[src/rtl/icb2apb_bridge_n.sv]
// ICB slave to NUM_APB-channel APB4 master bridge with window decode, PSTRB,
// PSLVERR forwarding and an ACCESS-phase PREADY timeout. One transfer in flight.
module icb2apb_bridge_n #(
  parameter int              NUM_APB   = 4,
  parameter int              AW        = 32,
  parameter int              DW        = 32,
  parameter int              SEL_LSB   = 12,
  parameter logic [AW-1:0]   BASE_ADDR = 32'h1000_0000,
  parameter int              TIMEOUT   = 256,
  parameter int              TOW       = 9
) (
  input  logic                  clk,
  input  logic                  rst_n,
  input  logic                  icb_cmd_valid,
  output logic                  icb_cmd_ready,
  input  logic [AW-1:0]         icb_cmd_addr,
  input  logic                  icb_cmd_read,
  input  logic [DW-1:0]         icb_cmd_wdata,
  input  logic [DW/8-1:0]       icb_cmd_wmask,
  output logic                  icb_rsp_valid,
  input  logic                  icb_rsp_ready,
  output logic [DW-1:0]         icb_rsp_rdata,
  output logic                  icb_rsp_err,
  output logic [AW-1:0]         apb_paddr,
  output logic                  apb_pwrite,
  output logic [DW-1:0]         apb_pwdata,
  output logic [DW/8-1:0]       apb_pstrb,
  output logic [2:0]            apb_pprot,
  output logic                  apb_penable,
  output logic [NUM_APB-1:0]    apb_psel,
  input  logic [NUM_APB*DW-1:0] apb_prdata,
  input  logic [NUM_APB-1:0]    apb_pready,
  input  logic [NUM_APB-1:0]    apb_pslverr,
  output logic [1:0]            dbg_state_o
);

  localparam int SELW = (NUM_APB > 1) ? $clog2(NUM_APB) : 1;
  localparam int MW   = DW / 8;
  localparam int TOP  = SEL_LSB + SELW;
  localparam logic [TOW:0]  TMO_LIM = TIMEOUT[TOW:0];
  localparam logic [SELW:0] NUM_LIM = NUM_APB[SELW:0];

  localparam logic [1:0] S_IDLE   = 2'd0;
  localparam logic [1:0] S_SETUP  = 2'd1;
  localparam logic [1:0] S_ACCESS = 2'd2;
  localparam logic [1:0] S_RESP   = 2'd3;

  // ICB handshake: a beat moves on a rising edge where valid and ready are both 1;
  // ready never depends on valid, and rsp_valid/rdata/err hold until rsp_ready.

  logic [1:0]      state_q, state_d;
  logic [AW-1:0]   addr_q, addr_d;
  logic            read_q, read_d;
  logic            pwrite_q, pwrite_d;
  logic [DW-1:0]   wdata_q, wdata_d;
  logic [MW-1:0]   pstrb_q, pstrb_d;
  logic [SELW-1:0] idx_q, idx_d;
  logic [DW-1:0]   rdata_q, rdata_d;
  logic            err_q, err_d;
  logic [TOW-1:0]  cnt_q, cnt_d;

  logic [SELW-1:0] cmd_idx;
  logic            cmd_hit;
  logic            sel_ready;
  logic            sel_err;
  logic [DW-1:0]   sel_rdata;
  logic [TOW:0]    cnt_inc;
  logic            tmo_hit;

  assign cmd_idx = icb_cmd_addr[SEL_LSB +: SELW];
  assign cmd_hit = (icb_cmd_addr[AW-1:TOP] == BASE_ADDR[AW-1:TOP]) &&
                   ({1'b0, cmd_idx} < NUM_LIM);

  // Only the addressed channel is ever selected; its ready/error/data are the only ones seen.
  always_comb begin
    apb_psel  = '0;
    sel_ready = 1'b0;
    sel_err   = 1'b0;
    sel_rdata = '0;
    for (int i = 0; i < NUM_APB; i++) begin
      if ((state_q == S_SETUP || state_q == S_ACCESS) && idx_q == SELW'(i)) begin
        apb_psel[i] = 1'b1;
        sel_ready   = apb_pready[i];
        sel_err     = apb_pslverr[i];
        sel_rdata   = apb_prdata[i*DW +: DW];
      end
    end
  end

  assign cnt_inc = {1'b0, cnt_q} + {{TOW{1'b0}}, 1'b1};
  assign tmo_hit = (TIMEOUT != 0) && (cnt_inc == TMO_LIM);

  always_comb begin
    state_d  = state_q;
    addr_d   = addr_q;
    read_d   = read_q;
    pwrite_d = pwrite_q;
    wdata_d  = wdata_q;
    pstrb_d  = pstrb_q;
    idx_d    = idx_q;
    rdata_d  = rdata_q;
    err_d    = err_q;
    cnt_d    = cnt_q;
    case (state_q)
      S_IDLE: begin
        if (icb_cmd_valid) begin
          addr_d   = icb_cmd_addr;
          read_d   = icb_cmd_read;
          pwrite_d = ~icb_cmd_read;
          wdata_d  = icb_cmd_wdata;
          pstrb_d  = icb_cmd_read ? '0 : icb_cmd_wmask;
          idx_d    = cmd_idx;
          if (cmd_hit) begin
            state_d = S_SETUP;
          end else begin
            state_d = S_RESP;
            rdata_d = '0;
            err_d   = 1'b1;
          end
        end
      end
      S_SETUP: begin
        state_d = S_ACCESS;
        cnt_d   = '0;
      end
      S_ACCESS: begin
        if (sel_ready) begin
          rdata_d = read_q ? sel_rdata : '0;
          err_d   = sel_err;
          state_d = S_RESP;
        end else if (tmo_hit) begin
          rdata_d = '0;
          err_d   = 1'b1;
          state_d = S_RESP;
        end else begin
          cnt_d = cnt_inc[TOW-1:0];
        end
      end
      S_RESP: begin
        if (icb_rsp_ready) state_d = S_IDLE;
      end
      default: state_d = S_IDLE;
    endcase
  end

  always_ff @(posedge clk or negedge rst_n) begin
    if (!rst_n) begin
      state_q  <= S_IDLE;
      addr_q   <= '0;
      read_q   <= 1'b0;
      pwrite_q <= 1'b0;
      wdata_q  <= '0;
      pstrb_q  <= '0;
      idx_q    <= '0;
      rdata_q  <= '0;
      err_q    <= 1'b0;
      cnt_q    <= '0;
    end else begin
      state_q  <= state_d;
      addr_q   <= addr_d;
      read_q   <= read_d;
      pwrite_q <= pwrite_d;
      wdata_q  <= wdata_d;
      pstrb_q  <= pstrb_d;
      idx_q    <= idx_d;
      rdata_q  <= rdata_d;
      err_q    <= err_d;
      cnt_q    <= cnt_d;
    end
  end

  // Held low while reset is asserted even though the state register already reads IDLE.
  assign icb_cmd_ready = rst_n && (state_q == S_IDLE);
  assign icb_rsp_valid = (state_q == S_RESP);
  assign icb_rsp_rdata = rdata_q;
  assign icb_rsp_err   = err_q;
  assign apb_paddr     = addr_q;
  assign apb_pwrite    = pwrite_q;
  assign apb_pwdata    = wdata_q;
  assign apb_pstrb     = pstrb_q;
  assign apb_pprot     = 3'b000;
  assign apb_penable   = (state_q == S_ACCESS);
  assign dbg_state_o   = state_q;

endmodule

[config.mk]
export PLATFORM = sky130hd
export DESIGN_NAME = icb2apb_bridge_n
export DESIGN_NICKNAME = d
export VERILOG_FILES = /design/src/rtl/icb2apb_bridge_n.sv
export SDC_FILE = /design/constraint.sdc
export NUM_CORES = 1
export LEC_CHECK = 0
export BUFFER_PORTS_ARGS = -buffer_cell sky130_fd_sc_hd__buf_2
export CAP_MARGIN = 5
export CORE_AREA = 2 2 124 126
export CTS_CLUSTER_SIZE = 40
export DETAILED_ROUTE_END_ITERATION = 16
export DIE_AREA = 0 0 126 128
export PLACE_DENSITY = 0.8
export SLEW_MARGIN = 0
export SYNTH_ARGS = -nofsm -noshare
export SYNTH_HDL_FRONTEND = slang
export SYNTH_SLANG_ARGS = --single-unit
[constraint.sdc]
create_clock -name clk -period 2.8 [get_ports clk]
set_input_delay 0.42 -clock clk [delete_from_list [all_inputs] [get_ports clk]]
set_output_delay 0.42 -clock clk [all_outputs]
set_load 0.05 [all_outputs]
# After elaboration in Yosys (flattened, before gate mapping)
# Index checks and enable logic that the tools add are counted.
# totals
out_inout_bits	114
elab_cells	77
register_bits	116
# op_classes
bitwise_logic	1
eq_ne	14
reduce_logical	14
addsub	1
n_mux	37
# ops
cell	n
$mux W32	9
$pmux W32 S2	1
$eq A18 B15 Y1 const B	1
$mux W9	2
$pmux W9 S2	1
$mux W1	16
$add A9 B1 Y10 const B	1
$eq A10 B9 Y1 const B	1
$mux W2	5
$eq A2 B2 Y1 const B	4
$ne A2 B2 Y1 const B	4
$pmux W2 S4	1
$reduce_and A3 Y1	2
$logic_and A1 B1 Y1	5
$eq A2 B1 Y1 const B	2
$logic_not A2 Y1	2
$mux W4	1
$reduce_and A4 Y1	1
$reduce_bool A2 Y1	2
$ne A3 B1 Y1 const B	1
$ne A2 B1 Y1 const B	1
$pmux W1 S2	1
$reduce_and A2 Y1	1
$logic_or A1 B1 Y1	1
$not A1 Y1	1

# Longest topological paths before layout
# logic_depth
word_depth	10
ltp_mapped	9

# Worst setup path after synthesis
# OpenSTA, ideal clock, no wires.
# synth_path
kind	register -> output
from	register apb_paddr[12] (netlist name)
to	output apb_psel[0]
arrival_ns	2.431
required_time_ns	2.380
slack_ns	-0.051
path_stages_with_launch	5
cell_sequence	dfrtp_1 buf_2 clkbuf_1 clkbuf_1 nor3b_1
# synth_lines
element	line_no	rtl
end: declaration	30	output logic [NUM_APB-1:0] apb_psel,

# Worst setup path after layout
# layout_path
from	register cnt_q[1]
to	register cnt_q[8]
# layout_via
elab_chain_cells	4
# layout_rtl
element	line_no	rtl
start: declaration	60	logic [TOW-1:0] cnt_q, cnt_d;
start signal: assignment	168	cnt_q <= cnt_d;
$add A9 B1 Y10 *	90	assign cnt_inc = {1'b0, cnt_q} + {{TOW{1'b0}}, 1'b1};
$eq A10 B9 Y1 / $mux W9 (equally long branches)	91, 131	
$ne A2 B2 Y1 (no source line) / $mux W9 (equally long branches)	-	
$reduce_and A3 Y1 (no source line) / $pmux W9 S2 (equally long branches)	-	
# Mark *: on every way between the ends. The rest lies on a longest branch, timed or not. The select of a mux whose other input is x is not followed.
# A chain may end at the register's enable or synchronous reset.

==> results.txt <==
----------------------------------------------------
[Outcome]
  Result of the run ... completed

[Detailed routing]
  Drt total wl ... 19.8 mm
  Detailed-route vias per instance ... 5.68
  DRT Pass-1 Iters ... 5
  Total vias in the final route ... 6124
  Antenna-violating nets left ... 0
  Detail-routed net length per standard cell ... 18.4 um
  Detailed router's first-iteration violation count ... 479
  Residual DRC count ... 0

[Pwr]
  Maximum VDD drop ... 1.03 mV
  Static Leakage ... 4.10 nW
  Pwr Density ... 1400 nW/um2

[Setup path]
  Arrival @ worst endpoint ... 2740 ps
  Worst path buffer plus inverter count ... 1
  Type of the worst setup path ... register to register
  Kind of cell adding the most delay to the critical path ... simple AND/OR/NAND/NOR gates
  Chain of cells forming the critical path ... ha_1, inv_1, nor3_1, nor4_1, a311o_1, o311ai_1
  Reg2reg setup slack ... 340 ps
  CP required ... 3080 ps
  Depth of the worst register-to-register path ... 6
  CP max stage cell ... sky130_fd_sc_hd__nor4_1
  Startpoint type of the worst setup path ... register
  Critical path depth in cells ... 6
  Critical path's largest stage delay ... 890 ps
  Capture point of the worst reg-to-reg path ... cnt_q[8]
  Reg-to-reg critical path startpoint ... cnt_q[1]
  Kind of end point of the critical path ... register
  Critical-path maximum fanout ... 10

[Final layout]
  Commonest non-fill, non-tap cell in the layout ... sky130_fd_sc_hd__buf_2
  Final core utilization ... 58.7%
  Sequential cell area ... 2850 um2
  Leading cell types in the layout, fill and taps excluded ... sky130_fd_sc_hd__buf_2, sky130_fd_sc_hd__mux2_2, sky130_fd_sc_hd__dfrtp_1
  Number of nets in the layout ... 1089
  Filler cells ... 1273
  Fraction of layout instances using a drive strength above 1 ... 57.4%
  Fin area ... 8720 um2
  Layout Area Growth over Synthesis ... 35.7%
  Footprint of the multi-input gates ... 3300 um2

[Synth]
  Count of unique library cells instantiated by Yosys ... 56
  Number of register bits inferred by synthesis ... 114
  Top flip-flop cell by instance count after synthesis ... sky130_fd_sc_hd__dfrtp_1
  Post-synth EDFFs ... 0
  Yosys top cell area share ... 44.4%
  Number of instances in the synthesized netlist ... 577
  Most area-hungry cell type in the Yosys netlist ... sky130_fd_sc_hd__dfrtp_1
  Largest cells by area after synthesis ... sky130_fd_sc_hd__dfrtp_1, sky130_fd_sc_hd__mux2_2, sky130_fd_sc_hd__o211ai_1, sky130_fd_sc_hd__o311ai_0, sky130_fd_sc_hd__o22ai_1
  Fraction of registers with async set/reset ... 100%
  Share of synthesized area occupied by flip-flops and latches ... 44.4%
  Yosys synthesis warning count ... 0
  Mapped Avg Cell Area ... 11.1 um2
  Post-synthesis instance area ... 6430 um2

[Die]
  Die extent in x ... 126 um
  Number of placement rows ... 45
  Boundary pin count ... 323
  Floorplan Core Area ... 14900 um2
  Initial core utilization ... 43.2%
  Die Footprint ... 16100 um2
  Height of the chip ... 128 um

[STA]
  Time the final worst path needs with I/O delays and setup ... 2460 ps
  Setup repair after global routing missed its margin ... false
  Worst Setup Slack, final ... 340 ps
  Setup violations, final ... 0
  Final-report max-slew violation count ... 0
  Worst-case headroom to the max-slew limit ... 30.9%
  Setup TNS ... 0 ps
  Worst-case clock skew ... 13.5 ps
  Max frequency ... 406 MHz
  Slew of the pin with the lowest slew margin ... 1030 ps
  Final-layout worst hold slack ... 147 ps
  Final Hold Violating Endpoints ... 0
  Part of the cycle the worst path needs ... 87.9%

[GRT]
  Number of antenna violations at the first check in global routing ... 4
  Vias in the first global route ... 6019
  First-pass GRT wire length ... 30.7 mm
  Pin count of the biggest net entering global routing ... 115
  GR Util All Layers ... 23.9%
  GRT Residual Overflow ... 0

[Placed design]
  GPL Wtd Cong ... 0.870
  Total placed instance area ... 8170 um2
  IO buf count ... 319
  Estimated wirelength of the detail-placed design ... 14.6 mm
  Pre-CTS worst setup slack ... 400 ps

[Clock tree]
  Clk sink count ... 114
  Post-CTS Setup Bufs ... 0
  Root buf cell ... sky130_fd_sc_hd__clkbuf_16
  TritonCTS clock tree ... done
  H-tree levels ... 4
  Clock-pin transition on the worst setup and hold timing paths ... 60 ps
  Buffer levels on the longest clock path ... 2
  Number of buffers added by the clock tree synthesis step ... 17
  Number of hold-repair buffers added at the cts stage ... 0
  Insertion delay of the later-clocked pin in the worst-skew pair ... 410 ps
  Post-CTS resize count ... 0

[Job]
  Maximum Capacitance Violations ... 0

[Min path]
  Class of the tightest hold or removal check ... input pin to asynchronous set/reset pin

----------------------------------------------------
-- cells by family (layout without fill, tap and decap cells) --
family	count (synthesis)	in the layout	share of synthesized area, %
simple gates	113	113	9.25
buf+inv	67	375	4.61
flops	114	114	44.4
other cells	1	6	0.0583
xor+xnor	2	2	0.273
compound gates	143	143	17.0
mux	131	131	23.3
fa+ha+maj	6	6	1.17
-- synth_stat cells (2+ instances only) --
cell type,number
sky130_fd_sc_hd__a21boi_1,2
sky130_fd_sc_hd__a31oi_1,4
sky130_fd_sc_hd__and3_1,4
sky130_fd_sc_hd__buf_2,3
sky130_fd_sc_hd__nand4_1,2
sky130_fd_sc_hd__or3b_1,2
sky130_fd_sc_hd__o31a_1,2
sky130_fd_sc_hd__a211o_1,2
sky130_fd_sc_hd__o311ai_0,33
sky130_fd_sc_hd__and2_0,2
sky130_fd_sc_hd__mux2_2,129
sky130_fd_sc_hd__o22ai_1,32
sky130_fd_sc_hd__nand3_1,39
sky130_fd_sc_hd__a221o_1,2
sky130_fd_sc_hd__xor2_1,2
sky130_fd_sc_hd__mux4_2,2
sky130_fd_sc_hd__a311o_1,3
sky130_fd_sc_hd__o21ai_0,7
sky130_fd_sc_hd__o211ai_1,41
sky130_fd_sc_hd__clkbuf_1,50
sky130_fd_sc_hd__nor2_1,5
sky130_fd_sc_hd__ha_1,6
sky130_fd_sc_hd__and3b_1,2
sky130_fd_sc_hd__inv_1,7
sky130_fd_sc_hd__nor3_1,5
sky130_fd_sc_hd__nor3b_1,2
sky130_fd_sc_hd__nor4_1,6
sky130_fd_sc_hd__nand2b_1,4
sky130_fd_sc_hd__o21a_1,2
sky130_fd_sc_hd__nand2_1,31
sky130_fd_sc_hd__buf_6,4
sky130_fd_sc_hd__dfrtp_1,114
sky130_fd_sc_hd__buf_4,3
-- routing by layer --
layer	track usage, %	wire length [um]	vias up	part of all wire, %
met2	41.5	10300	304	52
li1	-	-	2826	-
met1	27.8	7480	2971	38
met4	8.66	299	2	1.5
met3	7.76	1790	21	9.0
met5	0	13	-	0.066
-- layout make-up --
| class | count | share of cell area [%] |
|---|---|---|
| multi-input cells | 398 | 37.9 |
| clock buffers | 18 | 5.04 |
| inverters | 7 | 0.301 |
| repair buffers | 336 | 20.1 |
| diodes | 3 | 0.0861 |
| flip-flops and latches | 114 | 32.7 |
| clock inverters | 14 | 1.22 |
| well taps | 188 | 2.70 |
-- flip-flops by register name, summed over array words and instances (netlist names) --
signal	count
apb_paddr	32
apb_pwdata	32
icb_rsp_rdata	32
cnt_q	9
apb_pstrb	4
dbg_state_o	2
apb_pwrite	1
icb_rsp_err	1
read_q	1
-- worst max path at each step --
stage | end | slack, ps | from
floorplan | apb_psel[2] | 160 | dbg_state_o[0]
detailed placement | cnt_q[8] | 400 | cnt_q[1]
global route | cnt_q[7] | 110 | cnt_q[1]
finish | cnt_q[8] | 340 | cnt_q[1]
global placement | cnt_q[8] | 410 | cnt_q[1]
CTS | apb_psel[1] | 370 | apb_paddr[12]
-- through the flow --
| stage | total power [W] | cells |
|---|---|---|
| final | 0.0122 | 1078 |
| after global routing | 0.0129 | 1078 |
| after CTS | 0.0123 | 1075 |
| after detailed placement | 0.0103 | 1043 |
| after global placement | 0.0101 | 1043 |
| after floorplan | 0.00846 | 579 |
-- power by group --
part,switching (W),internal [W]
clock,0.000831,0.00116
combinational,0.00504,0.00223
sequential,0.000523,0.00246
total,0.00639,0.00585
No activity file was read; power rests on OpenSTA's default activity.
